File: src/rtl/perf_monitor_pkg.sv
// Shared types and widths for the perf_monitor slice (run/halt FSM encodings, bus widths).
package perf_monitor_pkg;

  localparam int unsigned DATA_W     = 32;
  localparam int unsigned RD_SEL_W   = 4;
  localparam int unsigned MAX_EVENTS = 15;

  typedef enum logic [1:0] {
    PM_IDLE = 2'b00,
    PM_RUN  = 2'b01,
    PM_HALT = 2'b10
  } pm_state_e;

  // Number of counters behind the readout mux: cycle counter plus one per event.
  function automatic int unsigned num_counters(input int unsigned num_events);
    return num_events + 1;
  endfunction

endpackage

File: src/rtl/perf_monitor_if.sv
// Control, event, dmem-snoop and readout signals of perf_monitor, with core-side (master)
// and monitor-side (slave) views.
interface perf_monitor_if
  import perf_monitor_pkg::*;
#(
  parameter int unsigned NUM_EVENTS = 2,
  parameter int unsigned CNT_W      = 32,
  parameter int unsigned ADDR_W     = DATA_W
);

  logic                  start;
  logic                  clear;
  logic [NUM_EVENTS-1:0] event_i;
  logic [ADDR_W-1:0]     daddr;
  logic [DATA_W-1:0]     dwdata;
  logic                  we;
  logic [RD_SEL_W-1:0]   rd_sel;
  logic [CNT_W-1:0]      rd_data;
  logic                  running;
  logic                  halted;
  logic [DATA_W-1:0]     halt_code;

  modport master (
    output start, clear, event_i, daddr, dwdata, we, rd_sel,
    input  rd_data, running, halted, halt_code
  );

  modport slave (
    input  start, clear, event_i, daddr, dwdata, we, rd_sel,
    output rd_data, running, halted, halt_code
  );

endinterface

File: src/rtl/perf_counter.sv
// Single clearable event counter. Wraps modulo 2^CNT_W by default; with PERFMON_SAT_EN
// defined it sticks at all-ones until cleared or reset.
module perf_counter #(
  parameter int unsigned CNT_W = 32
) (
  input  logic             clk,
  input  logic             rst_n,
  input  logic             clr,
  input  logic             inc,
  output logic [CNT_W-1:0] q
);

  logic [CNT_W-1:0] cnt_q;
  logic [CNT_W-1:0] cnt_d;

  always_comb begin
    cnt_d = cnt_q;
    if (clr) begin
      cnt_d = '0;
    end else if (inc) begin
`ifdef PERFMON_SAT_EN
      if (cnt_q != {CNT_W{1'b1}}) begin
        cnt_d = cnt_q + CNT_W'(1);
      end
`else
      cnt_d = cnt_q + CNT_W'(1);
`endif
    end
  end

  always_ff @(posedge clk or negedge rst_n) begin
    if (!rst_n) begin
      cnt_q <= '0;
    end else begin
      cnt_q <= cnt_d;
    end
  end

  assign q = cnt_q;

endmodule

File: src/rtl/perf_monitor.sv
// Performance monitor and halt detector beside the MIPS core's dmem bus.
// Counter overflow behaviour selected by PERFMON_SAT_EN (saturate) vs default (wrap).
module perf_monitor
  import perf_monitor_pkg::*;
#(
  parameter int unsigned       NUM_EVENTS = 2,
  parameter int unsigned       CNT_W      = 32,
  parameter int unsigned       ADDR_W     = DATA_W,
  parameter logic [ADDR_W-1:0] HALT_ADDR  = ADDR_W'(32'h7fff)
) (
  input logic           clk,
  input logic           rst_n,
  perf_monitor_if.slave bus
);

  localparam int unsigned NUM_CNT = num_counters(NUM_EVENTS);

  pm_state_e         state_q;
  pm_state_e         state_d;
  logic              running_q;
  logic              running_d;
  logic              halted_q;
  logic              halted_d;
  logic [CNT_W-1:0]  rd_data_q;
  logic [CNT_W-1:0]  rd_data_d;
  logic [DATA_W-1:0] halt_code_q;
  logic [DATA_W-1:0] halt_code_d;

  logic              halt_store_c;
  logic [NUM_CNT-1:0] inc_c;
  logic [CNT_W-1:0]  cnt_q [NUM_CNT];

  always_comb begin
    halt_store_c = (state_q == PM_RUN) && bus.we && (bus.daddr == HALT_ADDR);
  end

  // Next state: clear beats a halt store, which beats start.
  always_comb begin
    state_d = state_q;
    if (bus.clear) begin
      state_d = PM_IDLE;
    end else begin
      case (state_q)
        PM_IDLE: if (bus.start)   state_d = PM_RUN;
        PM_RUN:  if (halt_store_c) state_d = PM_HALT;
        PM_HALT: state_d = PM_HALT;
        default: state_d = PM_IDLE;
      endcase
    end
    running_d = (state_d == PM_RUN);
    halted_d  = (state_d == PM_HALT);
  end

  // Counter 0 counts run cycles; counter k counts event_i[k-1] while running.
  always_comb begin
    inc_c = '0;
    if (state_q == PM_RUN) begin
      inc_c[0]         = 1'b1;
      inc_c[NUM_CNT-1:1] = bus.event_i;
    end
  end

  for (genvar g = 0; g < NUM_CNT; g++) begin : g_cnt
    perf_counter #(
      .CNT_W (CNT_W)
    ) u_cnt (
      .clk   (clk),
      .rst_n (rst_n),
      .clr   (bus.clear),
      .inc   (inc_c[g]),
      .q     (cnt_q[g])
    );
  end

  // Readout samples the counter registers, so a same-cycle increment is not yet visible.
  always_comb begin
    rd_data_d = '0;
    if (!bus.clear) begin
      for (int unsigned k = 0; k < NUM_CNT; k++) begin
        if (bus.rd_sel == RD_SEL_W'(k)) begin
          rd_data_d = cnt_q[k];
        end
      end
    end
  end

  always_comb begin
    halt_code_d = halt_code_q;
    if (bus.clear) begin
      halt_code_d = '0;
    end else if (halt_store_c) begin
      halt_code_d = bus.dwdata;
    end
  end

  always_ff @(posedge clk or negedge rst_n) begin
    if (!rst_n) begin
      state_q     <= PM_IDLE;
      running_q   <= 1'b0;
      halted_q    <= 1'b0;
      rd_data_q   <= '0;
      halt_code_q <= '0;
    end else begin
      state_q     <= state_d;
      running_q   <= running_d;
      halted_q    <= halted_d;
      rd_data_q   <= rd_data_d;
      halt_code_q <= halt_code_d;
    end
  end

  assign bus.running   = running_q;
  assign bus.halted    = halted_q;
  assign bus.rd_data   = rd_data_q;
  assign bus.halt_code = halt_code_q;

endmodule
File: src/flat_wrapper.sv
// flat-port wrapper written by rule: the top's interface ports become plain ports
module perf_monitor_flat import perf_monitor_pkg::*;
#(
  parameter int unsigned       NUM_EVENTS = 2,
  parameter int unsigned       CNT_W      = 32,
  parameter int unsigned       ADDR_W     = DATA_W,
  parameter logic [ADDR_W-1:0] HALT_ADDR  = ADDR_W'(32'h7fff)
)
  (clk, rst_n, bus_start, bus_clear, bus_event_i, bus_daddr, bus_dwdata, bus_we, bus_rd_sel, bus_rd_data, bus_running, bus_halted, bus_halt_code);
  perf_monitor_if #(.NUM_EVENTS(NUM_EVENTS), .CNT_W(CNT_W), .ADDR_W(ADDR_W)) bus_i ();
  input logic clk;
  input logic rst_n;
  input wire logic [$bits(bus_i.start)-1:0] bus_start;
  input wire logic [$bits(bus_i.clear)-1:0] bus_clear;
  input wire logic [$bits(bus_i.event_i)-1:0] bus_event_i;
  input wire logic [$bits(bus_i.daddr)-1:0] bus_daddr;
  input wire logic [$bits(bus_i.dwdata)-1:0] bus_dwdata;
  input wire logic [$bits(bus_i.we)-1:0] bus_we;
  input wire logic [$bits(bus_i.rd_sel)-1:0] bus_rd_sel;
  output wire logic [$bits(bus_i.rd_data)-1:0] bus_rd_data;
  output wire logic [$bits(bus_i.running)-1:0] bus_running;
  output wire logic [$bits(bus_i.halted)-1:0] bus_halted;
  output wire logic [$bits(bus_i.halt_code)-1:0] bus_halt_code;
  assign bus_i.start = bus_start;
  assign bus_i.clear = bus_clear;
  assign bus_i.event_i = bus_event_i;
  assign bus_i.daddr = bus_daddr;
  assign bus_i.dwdata = bus_dwdata;
  assign bus_i.we = bus_we;
  assign bus_i.rd_sel = bus_rd_sel;
  assign bus_rd_data = bus_i.rd_data;
  assign bus_running = bus_i.running;
  assign bus_halted = bus_i.halted;
  assign bus_halt_code = bus_i.halt_code;
  perf_monitor #(.NUM_EVENTS(NUM_EVENTS), .CNT_W(CNT_W), .ADDR_W(ADDR_W), .HALT_ADDR(HALT_ADDR)) u_core (.clk(clk), .rst_n(rst_n), .bus(bus_i));
endmodule
File: config.mk
export PLATFORM = sky130hd
export DESIGN_NAME = perf_monitor_flat
export DESIGN_NICKNAME = d
export VERILOG_FILES = /design/src/rtl/perf_monitor_pkg.sv /design/src/rtl/perf_monitor_if.sv /design/src/rtl/perf_counter.sv /design/src/rtl/perf_monitor.sv /design/src/flat_wrapper.sv
export SDC_FILE = /design/constraint.sdc
export NUM_CORES = 1
export LEC_CHECK = 0
export CAP_MARGIN = 15
export CORE_ASPECT_RATIO = 0.9
export CORE_MARGIN = 2
export CORE_UTILIZATION = 54
export CTS_BUF_LIST = sky130_fd_sc_hd__clkbuf_16
export CTS_CLUSTER_DIAMETER = 60
export DETAILED_ROUTE_END_ITERATION = 8
export GPL_ROUTABILITY_DRIVEN = 0
export PLACE_DENSITY_LB_ADDON = 0.25
export SYNTH_ARGS = -nofsm -noshare
export SYNTH_HDL_FRONTEND = slang
export SYNTH_HIERARCHICAL = 1
export SYNTH_SLANG_ARGS = --single-unit
export TNS_END_PERCENT = 10
File: constraint.sdc
create_clock -name clk -period 2.57 [get_ports clk]
set_input_delay 0.6425 -clock clk [delete_from_list [all_inputs] [get_ports clk]]
set_output_delay 0.6425 -clock clk [all_outputs]
set_load 0.005 [all_outputs]
==> impl_metrics.env <==
export IMPL_status="completed"
export IMPL_regArea_mm2=0.00410
export IMPL_cts_sinks=164
export IMPL_maxSlewHeadroom=0.439
export IMPL_holdBufCountCts=0
export IMPL_grt_use_total=0.268
export IMPL_yosys_warnings=6
export IMPL_power_frac_seq=0.471
export IMPL_wl_per_cell_um=18.0
export IMPL_synth_distinct_cells=41
export IMPL_setup_violations_final=0
export IMPL_first_pass_iters=6
export IMPL_p_switching_uw=1240
export IMPL_worst_setup_path_end_kind="flop"
export IMPL_p_int_uw=4300
export IMPL_dieArea_mm2=0.0167
export IMPL_worst_endpoint_arrival_ns=2.79
export IMPL_crit_top_cell="or4_4"
export IMPL_switching_share=0.224
export IMPL_cts_buffers=17
export IMPL_viasPerCell=5.97
export IMPL_rsz0062_at_grt="false"
export IMPL_layout_setup_ws_ns=0.137
export IMPL_pwr_share_comb=0.068
export IMPL_syn_nets=948
export IMPL_ys_flop_type="dfrtp_1"
export IMPL_worstMarginPinSlew_ns=0.842
export IMPL_num_antenna_cells=0
export IMPL_crit_buf_inv=4
export IMPL_cts_buffer_depth=2
export IMPL_startpoint_type="primary input"
export IMPL_dr_first_iter_drc_count=594
export IMPL_grt_max_degree=102
export IMPL_hpwlAfterDp_um=14700
export IMPL_die_h_um=123
export IMPL_synth_edf_count=0
export IMPL_cpLargestDelayFamily="simple AND/OR/NAND/NOR gates"
export IMPL_multi_input_area_mm2=0.00400
export IMPL_whs_ns=0.107
export IMPL_ys_async_sr_fraction=1.00
export IMPL_clkPwrFrac=0.461
export IMPL_max_stage_delay_ns=0.51
export IMPL_drive_gt1_frac=0.0919
export IMPL_drv_cap=0
export IMPL_worst_path_max_fanout=9
export IMPL_core_mm2=0.0154
export IMPL_synth_area_mm2=0.00846
export IMPL_finalCritPeriodShare=0.947
export IMPL_rows=43
export IMPL_synth_avg_cell_area_um2=9.72
export IMPL_cp_cell_sequence="clkdlybuf4s50_1 > or4_4 > or4_4 > nor4_4 > buf_6 > buf_12 > buf_16 > mux2i_1"
export IMPL_slowest_stage="or4_4"
export IMPL_ys_seq_elements=164
export IMPL_cts_tree="yes"
export IMPL_grt_pass1_wl_um=35000
export IMPL_grt_pass1_vias=6963
export IMPL_nFillCells=1132
export IMPL_place_inst=1189
export IMPL_drc=0
export IMPL_clock_latency_ns=0.43
export IMPL_fin_nets=1089
export IMPL_port_buffers=140
export IMPL_antenna_found_initial=0
export IMPL_antenna_left=0
export IMPL_h_tree_depth=4
export IMPL_area_delta_synth_final_pct=28.7
export IMPL_min_path_type="primary input to asynchronous set/reset pin"
export IMPL_cp_depth=8
export IMPL_ios=141
export IMPL_finalNonFillerCells=1225
export IMPL_wirelength_um=22000
export IMPL_leakage_uw=0.00424
export IMPL_die_w_um=136
export IMPL_place_ws_ns=-0.613
export IMPL_crit_type="primary input to flop"
export IMPL_gr_total_overflow=0
export IMPL_clkTransAtPathRegs_ns=0.07
export IMPL_start_util=0.550
export IMPL_finClkSkew_ns=0.00771
export IMPL_vias=7314
export IMPL_final_hold_violation_count=0
export IMPL_cts_root_buf="clkbuf_16"
export IMPL_finalCriticalPeriod_ns=2.43
export IMPL_cp_data_required_time_ns=2.92
export IMPL_ir_worst_vdd_v=0.000474
export IMPL_synth_yosys_seq_area_share=0.485
export IMPL_p_per_area_mw_per_mm2=509
export IMPL_reg2reg_depth=8
export IMPL_synth_cells=870
export IMPL_final_core_util=0.707
export IMPL_slew_violations=0
export IMPL_fmax_ghz=0.411
## worst paths after layout
| kind | slack (ns) | start | end |
|---|---|---|---|
| worst max-delay path | 0.14 | bus_daddr[29] | u_core/bus.halt_code[19] |
| max in group asynchronous | 1.78 | rst_n | u_core/bus.rd_data[27] |
| worst max register to register | 0.16 | u_core/state_q[0] | u_core/g_cnt[1].u_cnt/q[31] |
| worst min register to register | 0.51 | u_core/state_q[1] | u_core/state_q[0] |
| min in group clk | 0.51 | u_core/state_q[1] | u_core/state_q[0] |
| worst min-delay path | 0.11 | rst_n | u_core/bus.halt_code[10] |
## layer usage
layer	vias to the layer above	routed length, um	part of all wire	track usage
met3	23	1790	0.081	0.0628
met1	3597	9300	0.42	0.359
met2	257	10600	0.48	0.442
met5	-	0	0	0
li1	3437	-	-	-
met4	0	276	0.013	0.0736
## registers in the layout (all words and copies together) (netlist names)
| name | count |
|---|---|
| u_core/g_cnt.u_cnt/q | 96 |
| u_core/state_q | 2 |
| u_core/bus.halt_code | 32 |
| u_core/bus.running | 1 |
| u_core/bus.rd_data | 32 |
| u_core/bus.halted | 1 |
## power by group through the flow
stage / combinational [uW] / sequential, uW / clock (uW)
2_1_floorplan: 129 / 2660 / 0
3_3_place_gp: 370 / 2660 / 0
3_5_place_dp: 374 / 2660 / 0
4_1_cts: 376 / 2610 / 2590
5_1_grt: 408 / 2610 / 2710
6_report: 374 / 2610 / 2560
## cell usage in the layout, fill, tap and decap left out, types with 34 or more instances in the layout
cell,n
dfrtp_1,164
clkdlybuf4s50_1,135
nand2_1,71
nor2_1,69
nand2b_1,64
a21oi_1,60
or4_1,39
o21ai_0,36
o31ai_1,36
buf_4,35
mux2i_1,34
## kinds of logic (layout without fill, tap and decap cells)
| logic type | Yosys count | in the layout | share of synthesized area |
|---|---|---|---|
| AO/OA/AOI/OAI | 194 | 194 | 0.146 |
| XOR/XNOR | 33 | 33 | 0.0342 |
| adder cells (fa/ha/maj) | 3 | 3 | 0.00444 |
| buffers and inverters | 81 | 234 | 0.0466 |
| flip-flops | 164 | 164 | 0.485 |
| multiplexers | 36 | 36 | 0.0428 |
| AND/OR/NAND/NOR | 359 | 359 | 0.241 |
## metrics by stage
step	power, uW	setup TNS (ns)	area, um^2
floorplan	2790	0	8460
global placement	3030	-22.55	10200
finish	5540	0	10900
CTS	5580	0	10900
global route	5730	0	10900
detailed placement	3030	-25.20	10200
## layout make-up
type / count / area share
inverter: 18 / 0.00621
clock inverter: 14 / 0.0149
timing repair buffer: 185 / 0.172
multi-input combinational: 625 / 0.367
tap: 202 / 0.0232
sequential: 164 / 0.377
clock buffer: 17 / 0.0391
## synthesized netlist by cell type (all sizes together), types with 21 or more instances
cell / count / area share
a211oi: 31 / 0.028
a21oi: 60 / 0.036
clkbuf: 44 / 0.020
dfrtp: 164 / 0.49
mux2i: 35 / 0.041
nand2: 71 / 0.032
nand2b: 64 / 0.047
nand4: 21 / 0.024
nor2: 69 / 0.031
o21ai: 55 / 0.033
o31ai: 36 / 0.032
or3: 27 / 0.020
or4: 41 / 0.036
xnor2: 21 / 0.022
## worst register-to-register path: cells and delay by family, from the launching register on
| family | cells | cell delay, ns |
|---|---|---|
| AO/OA/AOI/OAI | 2 | 0.28 |
| AND/OR/NAND/NOR | 4 | 1.31 |
| buffers and inverters | 2 | 0.36 |
| flip-flops | 1 | 0.38 |
## repair_timing
action | in CTS | in global routing
setup buffers | 2 | 0
cloned | 3 | 0
resized for setup | 10 | 2
pin swaps | 3 | 1
endpoints found under the setup margin | 36 | 22
No activity file was read; power rests on OpenSTA's default activity.
